File: src/rtl/ctrl_pipeline_v2.sv
// rtl/ctrl_pipeline_v2.sv - ID/EX, EX/MEM[1..N], MEM/WB control register chain
// Holds EX for stalls and multi-cycle MUL/DIV, resolves branches in EX.
module ctrl_pipeline_v2 #(
  parameter int MEM_STAGES = 1,
  parameter int MULDIV_LAT = 4,
  parameter int ALUCTL_W   = 4
) (
  input  logic                clk,
  input  logic                reset,
  input  logic                RegWriteD,
  input  logic                MemWriteD,
  input  logic                JumpD,
  input  logic                JalrD,
  input  logic                BranchD,
  input  logic                ALUSrcAD,
  input  logic                MulDivD,
  input  logic [1:0]          ALUSrcBD,
  input  logic [1:0]          ResultSrcD,
  input  logic [ALUCTL_W-1:0] ALUControlD,
  input  logic [2:0]          funct3D,
  input  logic                StallE,
  input  logic                FlushE,
  input  logic                ZeroE,
  input  logic                LtE,
  input  logic                LtuE,
  output logic                RegWriteE,
  output logic                MemWriteE,
  output logic                ALUSrcAE,
  output logic [1:0]          ALUSrcBE,
  output logic [ALUCTL_W-1:0] ALUControlE,
  output logic                ResultSrcE0,
  output logic                PCSrcE,
  output logic                PCJalSrcE,
  output logic                BusyE,
  output logic                RegWriteM,
  output logic                MemWriteM,
  output logic                RegWriteW,
  output logic [1:0]          ResultSrcW
);
  localparam int CNT_W = $clog2(MULDIV_LAT + 1);

  logic                reg_write_e, mem_write_e, jump_e, jalr_e, branch_e, alu_src_a_e;
  logic [1:0]          alu_src_b_e, result_src_e;
  logic [ALUCTL_W-1:0] alu_control_e;
  logic [2:0]          funct3_e;
  logic [CNT_W-1:0]    cnt;
  logic                busy, hold, advance, taken;

  logic                m_reg_write  [MEM_STAGES];
  logic [1:0]          m_result_src [MEM_STAGES];
  logic                m1_mem_write;
  logic                w_reg_write;
  logic [1:0]          w_result_src;

  assign busy    = (cnt != '0);
  assign hold    = StallE | busy;
  assign advance = !hold && !FlushE;

  always_ff @(posedge clk) begin
    if (reset || FlushE) begin
      reg_write_e   <= 1'b0;
      mem_write_e   <= 1'b0;
      jump_e        <= 1'b0;
      jalr_e        <= 1'b0;
      branch_e      <= 1'b0;
      alu_src_a_e   <= 1'b0;
      alu_src_b_e   <= '0;
      result_src_e  <= '0;
      alu_control_e <= '0;
      funct3_e      <= '0;
    end else if (!hold) begin
      reg_write_e   <= RegWriteD;
      mem_write_e   <= MemWriteD;
      jump_e        <= JumpD;
      jalr_e        <= JalrD;
      branch_e      <= BranchD;
      alu_src_a_e   <= ALUSrcAD;
      alu_src_b_e   <= ALUSrcBD;
      result_src_e  <= ResultSrcD;
      alu_control_e <= ALUControlD;
      funct3_e      <= funct3D;
    end
  end

  // The countdown runs through stalls; a new op only loads when EX is free.
  always_ff @(posedge clk) begin
    if (reset || FlushE) begin
      cnt <= '0;
    end else if (busy) begin
      cnt <= cnt - CNT_W'(1);
    end else if (!StallE && MulDivD && (MULDIV_LAT > 1)) begin
      cnt <= CNT_W'(MULDIV_LAT - 1);
    end
  end

  always_ff @(posedge clk) begin
    if (reset) begin
      for (int i = 0; i < MEM_STAGES; i++) begin
        m_reg_write[i]  <= 1'b0;
        m_result_src[i] <= '0;
      end
      m1_mem_write <= 1'b0;
      w_reg_write  <= 1'b0;
      w_result_src <= '0;
    end else begin
      m_reg_write[0]  <= advance & reg_write_e;
      m_result_src[0] <= advance ? result_src_e : 2'b00;
      m1_mem_write    <= advance & mem_write_e;
      for (int i = 1; i < MEM_STAGES; i++) begin
        m_reg_write[i]  <= m_reg_write[i-1];
        m_result_src[i] <= m_result_src[i-1];
      end
      w_reg_write  <= m_reg_write[MEM_STAGES-1];
      w_result_src <= m_result_src[MEM_STAGES-1];
    end
  end

  always_comb begin
    taken = 1'b0;
    case (funct3_e)
      3'b000:  taken = ZeroE;
      3'b001:  taken = !ZeroE;
      3'b100:  taken = LtE;
      3'b101:  taken = !LtE;
      3'b110:  taken = LtuE;
      3'b111:  taken = !LtuE;
      default: taken = 1'b0;
    endcase
  end

  assign RegWriteE   = reg_write_e;
  assign MemWriteE   = mem_write_e;
  assign ALUSrcAE    = alu_src_a_e;
  assign ALUSrcBE    = alu_src_b_e;
  assign ALUControlE = alu_control_e;
  assign ResultSrcE0 = result_src_e[0];
  assign PCSrcE      = (jump_e | (branch_e & taken)) & !busy;
  assign PCJalSrcE   = jalr_e;
  assign BusyE       = busy;
  assign RegWriteM   = m_reg_write[0];
  assign MemWriteM   = m1_mem_write;
  assign RegWriteW   = w_reg_write;
  assign ResultSrcW  = w_result_src;
endmodule

File: config.mk
export PLATFORM = sky130hd
export DESIGN_NAME = ctrl_pipeline_v2
export DESIGN_NICKNAME = d
export VERILOG_FILES = /design/src/rtl/ctrl_pipeline_v2.sv
export SDC_FILE = /design/constraint.sdc
export NUM_CORES = 1
export LEC_CHECK = 0
export CAP_MARGIN = 30
export CELL_PAD_IN_SITES_DETAIL_PLACEMENT = 1
export CELL_PAD_IN_SITES_GLOBAL_PLACEMENT = 1
export CORE_ASPECT_RATIO = 2
export CORE_UTILIZATION = 29
export CTS_CLUSTER_SIZE = 8
export DETAILED_ROUTE_END_ITERATION = 8
export PLACE_DENSITY = 0.79
export SLEW_MARGIN = 20
export SYNTH_ARGS = -nofsm -noshare
export SYNTH_HDL_FRONTEND = slang
export SYNTH_SLANG_ARGS = --single-unit
File: constraint.sdc
create_clock -name clk -period 2 [get_ports clk]
set_input_delay 0.2 -clock clk [delete_from_list [all_inputs] [get_ports clk]]
set_output_delay 0.2 -clock clk [all_outputs]
set_load 0.02 [all_outputs]
==> results of run 1 <==
-- through the flow --
stage,instance area [um^2],setup slack (ns),setup TNS (ns),utilization (%)
final,1530,0.109,0,44.7
after global routing,1530,0.0116,0,44.7
after CTS,1530,0.0703,0,44.7
after floorplan,1040,0.599,0,-
after detailed placement,1480,-0.0969,-0.0969,43.4
after global placement,1480,-0.0107,-0.0107,43.4
-- state kept, by name, indices dropped and copies added, names as in the netlist --
signal,cells
funct3_e,3
RegWriteW,1
MemWriteM,1
ALUSrcBE,2
ResultSrcW,2
ALUSrcAE,1
m_result_src,2
cnt,3
RegWriteE,1
PCJalSrcE,1
MemWriteE,1
branch_e,1
m_reg_write,1
jump_e,1
ALUControlE,4
result_src_e,2
-- logic make-up after synthesis --
group           after synthesis
fa+ha+maj                     3
mux                           2
buf+inv                      11
simple gates                 51
xor+xnor                      1
flops                        27
compound gates               25
-- cell type report --
type	instances	area (um^2)	share of cell area, %
clock buffers	4	45.0	2.95
inverters	5	18.8	1.23
multi-input cells	82	435	28.5
flip-flops and latches	27	541	35.4
well taps	48	60.1	3.93
repair buffers	43	427	28.0
-- worst register-to-register path, stage by stage, from the launching register on --
cell and delay (ns):
dfxtp_1 0.37, inv_1 0.06, ha_1 0.22, ha_1 0.25, nand2b_1 0.23, buf_4 0.24, nand2_1 0.08, a21oi_1 0.15
-- per-layer routing --
| metal | routed length, um | GRT usage [%] | up-vias |
|---|---|---|---|
| met1 | 989 | 16.3 | 437 |
| met4 | 27 | 4.96 | 0 |
| li1 | - | - | 468 |
| met5 | 0 | 0 | - |
| met2 | 1420 | 29.4 | 34 |
| met3 | 135 | 2.50 | 2 |
-- worst max-delay path by stage --
stage / start / end / slack (ns) / depth (start not counted)
6_report: cnt[0] / BusyE / 0.11 / 5
5_1_grt: funct3_e[1] / PCSrcE / 0.01 / 4
4_1_cts: cnt[0] / PCSrcE / 0.07 / 6
3_5_place_dp: LtuE / PCSrcE / -0.1 / 5
3_3_place_gp: LtuE / PCSrcE / -0.01 / 5
2_1_floorplan: cnt[0] / MemWriteM / 0.60 / 6
-- cells in the mapped netlist --
cell,number,share of area [%]
nor2b_1,4,2.4
dfxtp_1,27,52
o21ai_0,3,1.4
nand2_1,35,13
buf_6,2,2.2
nand2b_1,2,1.2
o311a_1,1,0.96
a211oi_1,1,0.72
ha_1,3,3.6
a21oi_2,2,1.7
nor3_1,1,0.48
nor2_1,2,0.72
or2_1,1,0.60
and3_1,4,2.4
or3_1,1,0.60
inv_1,5,1.8
and2b_2,1,0.84
xor2_1,1,0.84
mux2i_1,1,0.96
buf_4,2,1.4
mux2_1,1,1.1
a21oi_1,18,8.6
buf_2,2,0.96
-- repair_timing --
item,CTS,global route
setup buffers,0,0
setup endpoints to repair,2,1
hold endpoints to repair,0,0
pin swaps,0,0
gates resized for setup,2,1
-- layout by cell type (no fill, tap or decap), types with 3 or more instances in the layout --
master	netlist	final
clkdlybuf4s50_1	0	40
nand2_1	35	35
a21oi_1	18	18
clkbuf_8	0	3
dfxtp_1	27	27
inv_1	5	5
ha_1	3	3
nor2b_1	4	4
o21ai_0	3	3
and3_1	4	4
-- power by group through the flow --
stage          combinational [mW]  sequential, mW  clock [mW]
2_1_floorplan              0.0798           0.583           0
5_1_grt                     0.187           0.564       0.326
3_5_place_dp                0.173           0.575           0
4_1_cts                     0.172           0.562       0.309
3_3_place_gp                0.166           0.574           0
6_report                    0.168           0.562       0.296
==> impl_metrics.tcl, run 1 <==
set metrics [dict create \
    status "finished clean" \
    drt_iter0_markers 11 \
    drive_gt1_share_pct 4.35 \
    hold_viol_final 0 \
    initial_utilization_pct 30.5 \
    worst-slew-pin-transition_ns 0.710 \
    syn_inst 120 \
    reg2reg_to "ALUSrcBE[0]" \
    routabilityCongestion 0.688 \
    r2r_cells 7 \
    antenna_found_initial 0 \
    rrSetupSlack_ns 0.34 \
    fp-row-count 30 \
    num_vias 941 \
    ctsHoldBuffers 0 \
    area_delta_synth_final_pct 46.5 \
    comb_power_share_pct 16.4 \
    period_share_pct 94.6 \
    ios 43 \
    finalMaxSlewViolations 0 \
    coreArea_mm2 0.00342 \
    avgSynthCellArea_um2 8.69 \
    net-switching-power_mw 0.248 \
    cts_buffers 3 \
    ir_drop_mv 0.431 \
    critPathTopFamily "buffers and inverters" \
    grt_pass1_wl_um 4500 \
    io_buffer_count 42 \
    swShare_pct 24.2 \
    relSlewSlack_pct 52.7 \
    path_buf_inv 3 \
    ys.warnings.count 0 \
    dp_hpwl_um 1990 \
    power_density_mw_per_mm2 672 \
    die-area_mm2 0.00385 \
    cpPeakStageDelay_ns 0.37 \
    cts_root_buf "clkbuf_8" \
    synth_fp_nets 148 \
    grt_max_degree 22 \
    worstPathRequired_ns 1.80 \
    track_usage_pct 15.5 \
    stdcell_count 209 \
    crit_chain "inv_1, ha_1, ha_1, inv_1, dlygate4sd2_1" \
    die_w_um 44.4 \
    synthXorXnorAreaFrac_pct 0.840 \
    worst-endpoint-arrival_ns 1.69 \
    clkLatencyLatePin_ns 0.26 \
    synth_top_family_by_area "simple AND/OR/NAND/NOR gates" \
    cap_violations 0 \
    cp-start-kind "flop" \
    cts_tree "yes" \
    power_leakage_nw 0.577 \
    p_int_mw 0.779 \
    cts_sinks 27 \
    netlist_area_mm2 0.00104 \
    finalSetupViolCount 0 \
    synth_seq_area_share_pct 51.9 \
    yosys.area_share.adder_pct 3.60 \
    fmax_ghz 0.529 \
    synthSimpleGateAreaFrac_pct 21.8 \
    die_h_um 86.8 \
    skew_ns 0.00598 \
    rsz0062_at_grt "no" \
    viasPerCell 4.50 \
    routed_wl_um 2570 \
    grt_pass1_vias 1057 \
    path_class "reg2out" \
    crit_path_top_delay_cell "dfxtp_1" \
    seqPwrFrac_pct 54.7 \
    fin_hold_ws_ns 0.453 \
    muxShareOfSynthArea_pct 2.04 \
    min_to "ResultSrcW[0]" \
    drc 0 \
    fillCellCount 411 \
    avgRoutedWirePerCell_um 12.3 \
    cts_buffer_depth 2 \
    clk_pin_slew_worst_paths_ns 0.09 \
    grt-ovfl-total 0 \
    end_kind "primary output" \
    hold_depth 1 \
    worstPathMaxFanout 7 \
    htreeDepth 1 \
    fin_nets 190 \
    period_minus_slack_ns 1.89 \
    timing.rr.start "cnt[0]" \
    antenna_cells 0 \
    synth-compound-area-share_pct 13.4 \
    dr.pass1.iters 4 \
    drtAntennaViolNets 0 \
    min_path_type "reg2reg" \
    power_mw 1.03 \
    synth.distinct_cells 23 \
    dp_cells 205 \
    min_from "m_result_src[0][0]" \
    ys_ff_latch 27 \
    power_frac_clock_pct 28.9 \
]
Note: power is estimated with default switching activity, not from simulation.
==> run 2, diff against run 1 <==
Settings changed: CORE_ASPECT_RATIO 2 to 0.7, CORE_MARGIN set to 2, CORE_UTILIZATION 29 to 31, CTS_BUF_LIST set to sky130_fd_sc_hd__clkbuf_4 sky130_fd_sc_hd__clkbuf_8, PLACE_DENSITY 0.79 to 0.83.
==> run 2 against run 1 <==
Effect of this change: register-to-register slack improved by 0.13 ns; core utilization rose by 2.9 points; combinational power hardly changed; sequential share of layout area increased by 0.20 points; critical endpoint is now PCSrcE; largest cell class unchanged.
==> impl_metrics.tcl, run 2 (synthesis results as in run 1) <==
set metrics [dict create \
    initial_utilization_pct 32.7 \
    antenna_found_initial 0 \
    net-switching-power_mw 0.258 \
    timing.rr.start "cnt[0]" \
    coreArea_mm2 0.00319 \
    worst-slew-pin-transition_ns 0.713 \
    area_delta_synth_final_pct 45.6 \
    seqPwrFrac_pct 54.3 \
    rsz0062_at_grt "no" \
    die-area_mm2 0.00385 \
    worstPathMaxFanout 3 \
    critPathTopFamily "multiplexers" \
    die_w_um 73.3 \
    p_int_mw 0.778 \
    grt_pass1_wl_um 4320 \
    fp-row-count 17 \
    end_kind "primary output" \
    hold_viol_final 0 \
    grt_max_degree 22 \
    min_from "m_result_src[0][0]" \
    dp_cells 195 \
    ir_drop_mv 0.387 \
    drt_iter0_markers 31 \
    drive_gt1_share_pct 4.97 \
    period_share_pct 94.6 \
    worstPathRequired_ns 1.80 \
    swShare_pct 24.9 \
    fmax_ghz 0.529 \
    skew_ns 0.00205 \
    finalWorstSetupSlack_ns 0.109 \
    tns_ns 0 \
    worst-endpoint-arrival_ns 1.69 \
    largest_reg_flops 4 \
    power_density_mw_per_mm2 682 \
    status "finished clean" \
    cts_buffer_depth 2 \
    fin_hold_ws_ns 0.445 \
    antenna_cells 0 \
    avgRoutedWirePerCell_um 12.7 \
    viasPerCell 4.69 \
    crit_chain "mux2i_1, mux2_1, a21oi_2, dlygate4sd2_1" \
    min_path_type "reg2reg" \
    cp-startpoint "funct3_e[1]" \
    fin_nets 190 \
    crit_path_top_delay_cell "dfxtp_1" \
    drc 0 \
    cpPeakStageDelay_ns 0.38 \
    cts_buffers 3 \
    drtAntennaViolNets 0 \
    cts_root_buf "clkbuf_8" \
    power_leakage_nw 0.577 \
    io_buffer_count 42 \
    power_mw 1.04 \
    routabilityCongestion 0.729 \
    cts_tree "yes" \
    finalMaxSlewViolations 0 \
    htreeDepth 1 \
    cp-start-kind "flop" \
    post-cts-setup-buffer-count 0 \
    clkLatencyLatePin_ns 0.27 \
    pre_cts_slack_ns -0.0693 \
    power_frac_clock_pct 29.6 \
    relSlewSlack_pct 52.5 \
    routed_wl_um 2530 \
    period_minus_slack_ns 1.89 \
    grt-ovfl-total 0 \
    path_class "reg2out" \
    comb_power_share_pct 16.2 \
    finalSetupViolCount 0 \
    clk_pin_slew_worst_paths_ns 0.09 \
    grt_pass1_vias 984 \
    num_vias 934 \
    dp_hpwl_um 1960 \
    track_usage_pct 14.6 \
    path_buf_inv 1 \
    final_common_cell "clkdlybuf4s50_1" \
    dr.pass1.iters 4 \
    die_h_um 52.5 \
    stdcell_count 199 \
    ios 43 \
    cap_violations 0 \
    layout_common_cells "clkdlybuf4s50_1, nand2_1, dfxtp_1, a21oi_1, inv_1" \
    cts_sinks 27 \
]
## run 2: cell types whose count changed in the layout (fill, tap and decap cells not counted)
cell,change
clkbuf_1,-1
clkinvlp_4,+1
## run 2: through the flow
step	cell area [um^2]	utilization (%)
floorplan	1040	-
global placement	1470	46.1
detailed placement	1470	46.1
CTS	1520	47.5
global route	1520	47.6
finish	1520	47.6
## run 2: what timing repair did
item	CTS	global route
endpoints found under the setup margin	2	1
resized for setup	2	1
pin swaps	0	0
hold buffers	0	0
## run 2: cell type report
class | instances | area [um^2]
Fill cell | 390 | 1670
Sequential cell | 27 | 541
Multi-Input combinational cell | 82 | 435
Timing Repair Buffer | 43 | 427
Tap cell | 38 | 47.5
Clock buffer | 3 | 41.3
Inverter | 5 | 18.8
Clock inverter | 1 | 7.51
## run 2: power by group through the flow
stage | combinational, mW | clock, mW | sequential [mW]
global route | 0.186 | 0.345 | 0.565
detailed placement | 0.172 | 0 | 0.575
finish | 0.168 | 0.306 | 0.562
global placement | 0.166 | 0 | 0.574
floorplan | 0.0798 | 0 | 0.583
CTS | 0.171 | 0.317 | 0.562
## run 2: path summary, 6_finish.rpt
kind | cells after the start | end | slack, ns
max | 4 | PCSrcE | 0.11
min reg2reg | 1 | ResultSrcW[0] | 0.44
min | 1 | ResultSrcW[0] | 0.44
max reg2reg | 5 | m_result_src[0][1] | 0.47
## run 2: routing by layer
layer	up-vias	global-route usage, %	share of wire [%]
met5	-	0	0
met4	0	1.82	0
met3	0	5.00	5.9
met2	25	26.4	48
met1	438	17.4	46
li1	471	-	-
==> run 3, diff against run 2 <==
Settings changed: SLEW_MARGIN 20 to not set.
==> results of run 3 <==
Final layout, timing and power as in run 2 (identical DEF).
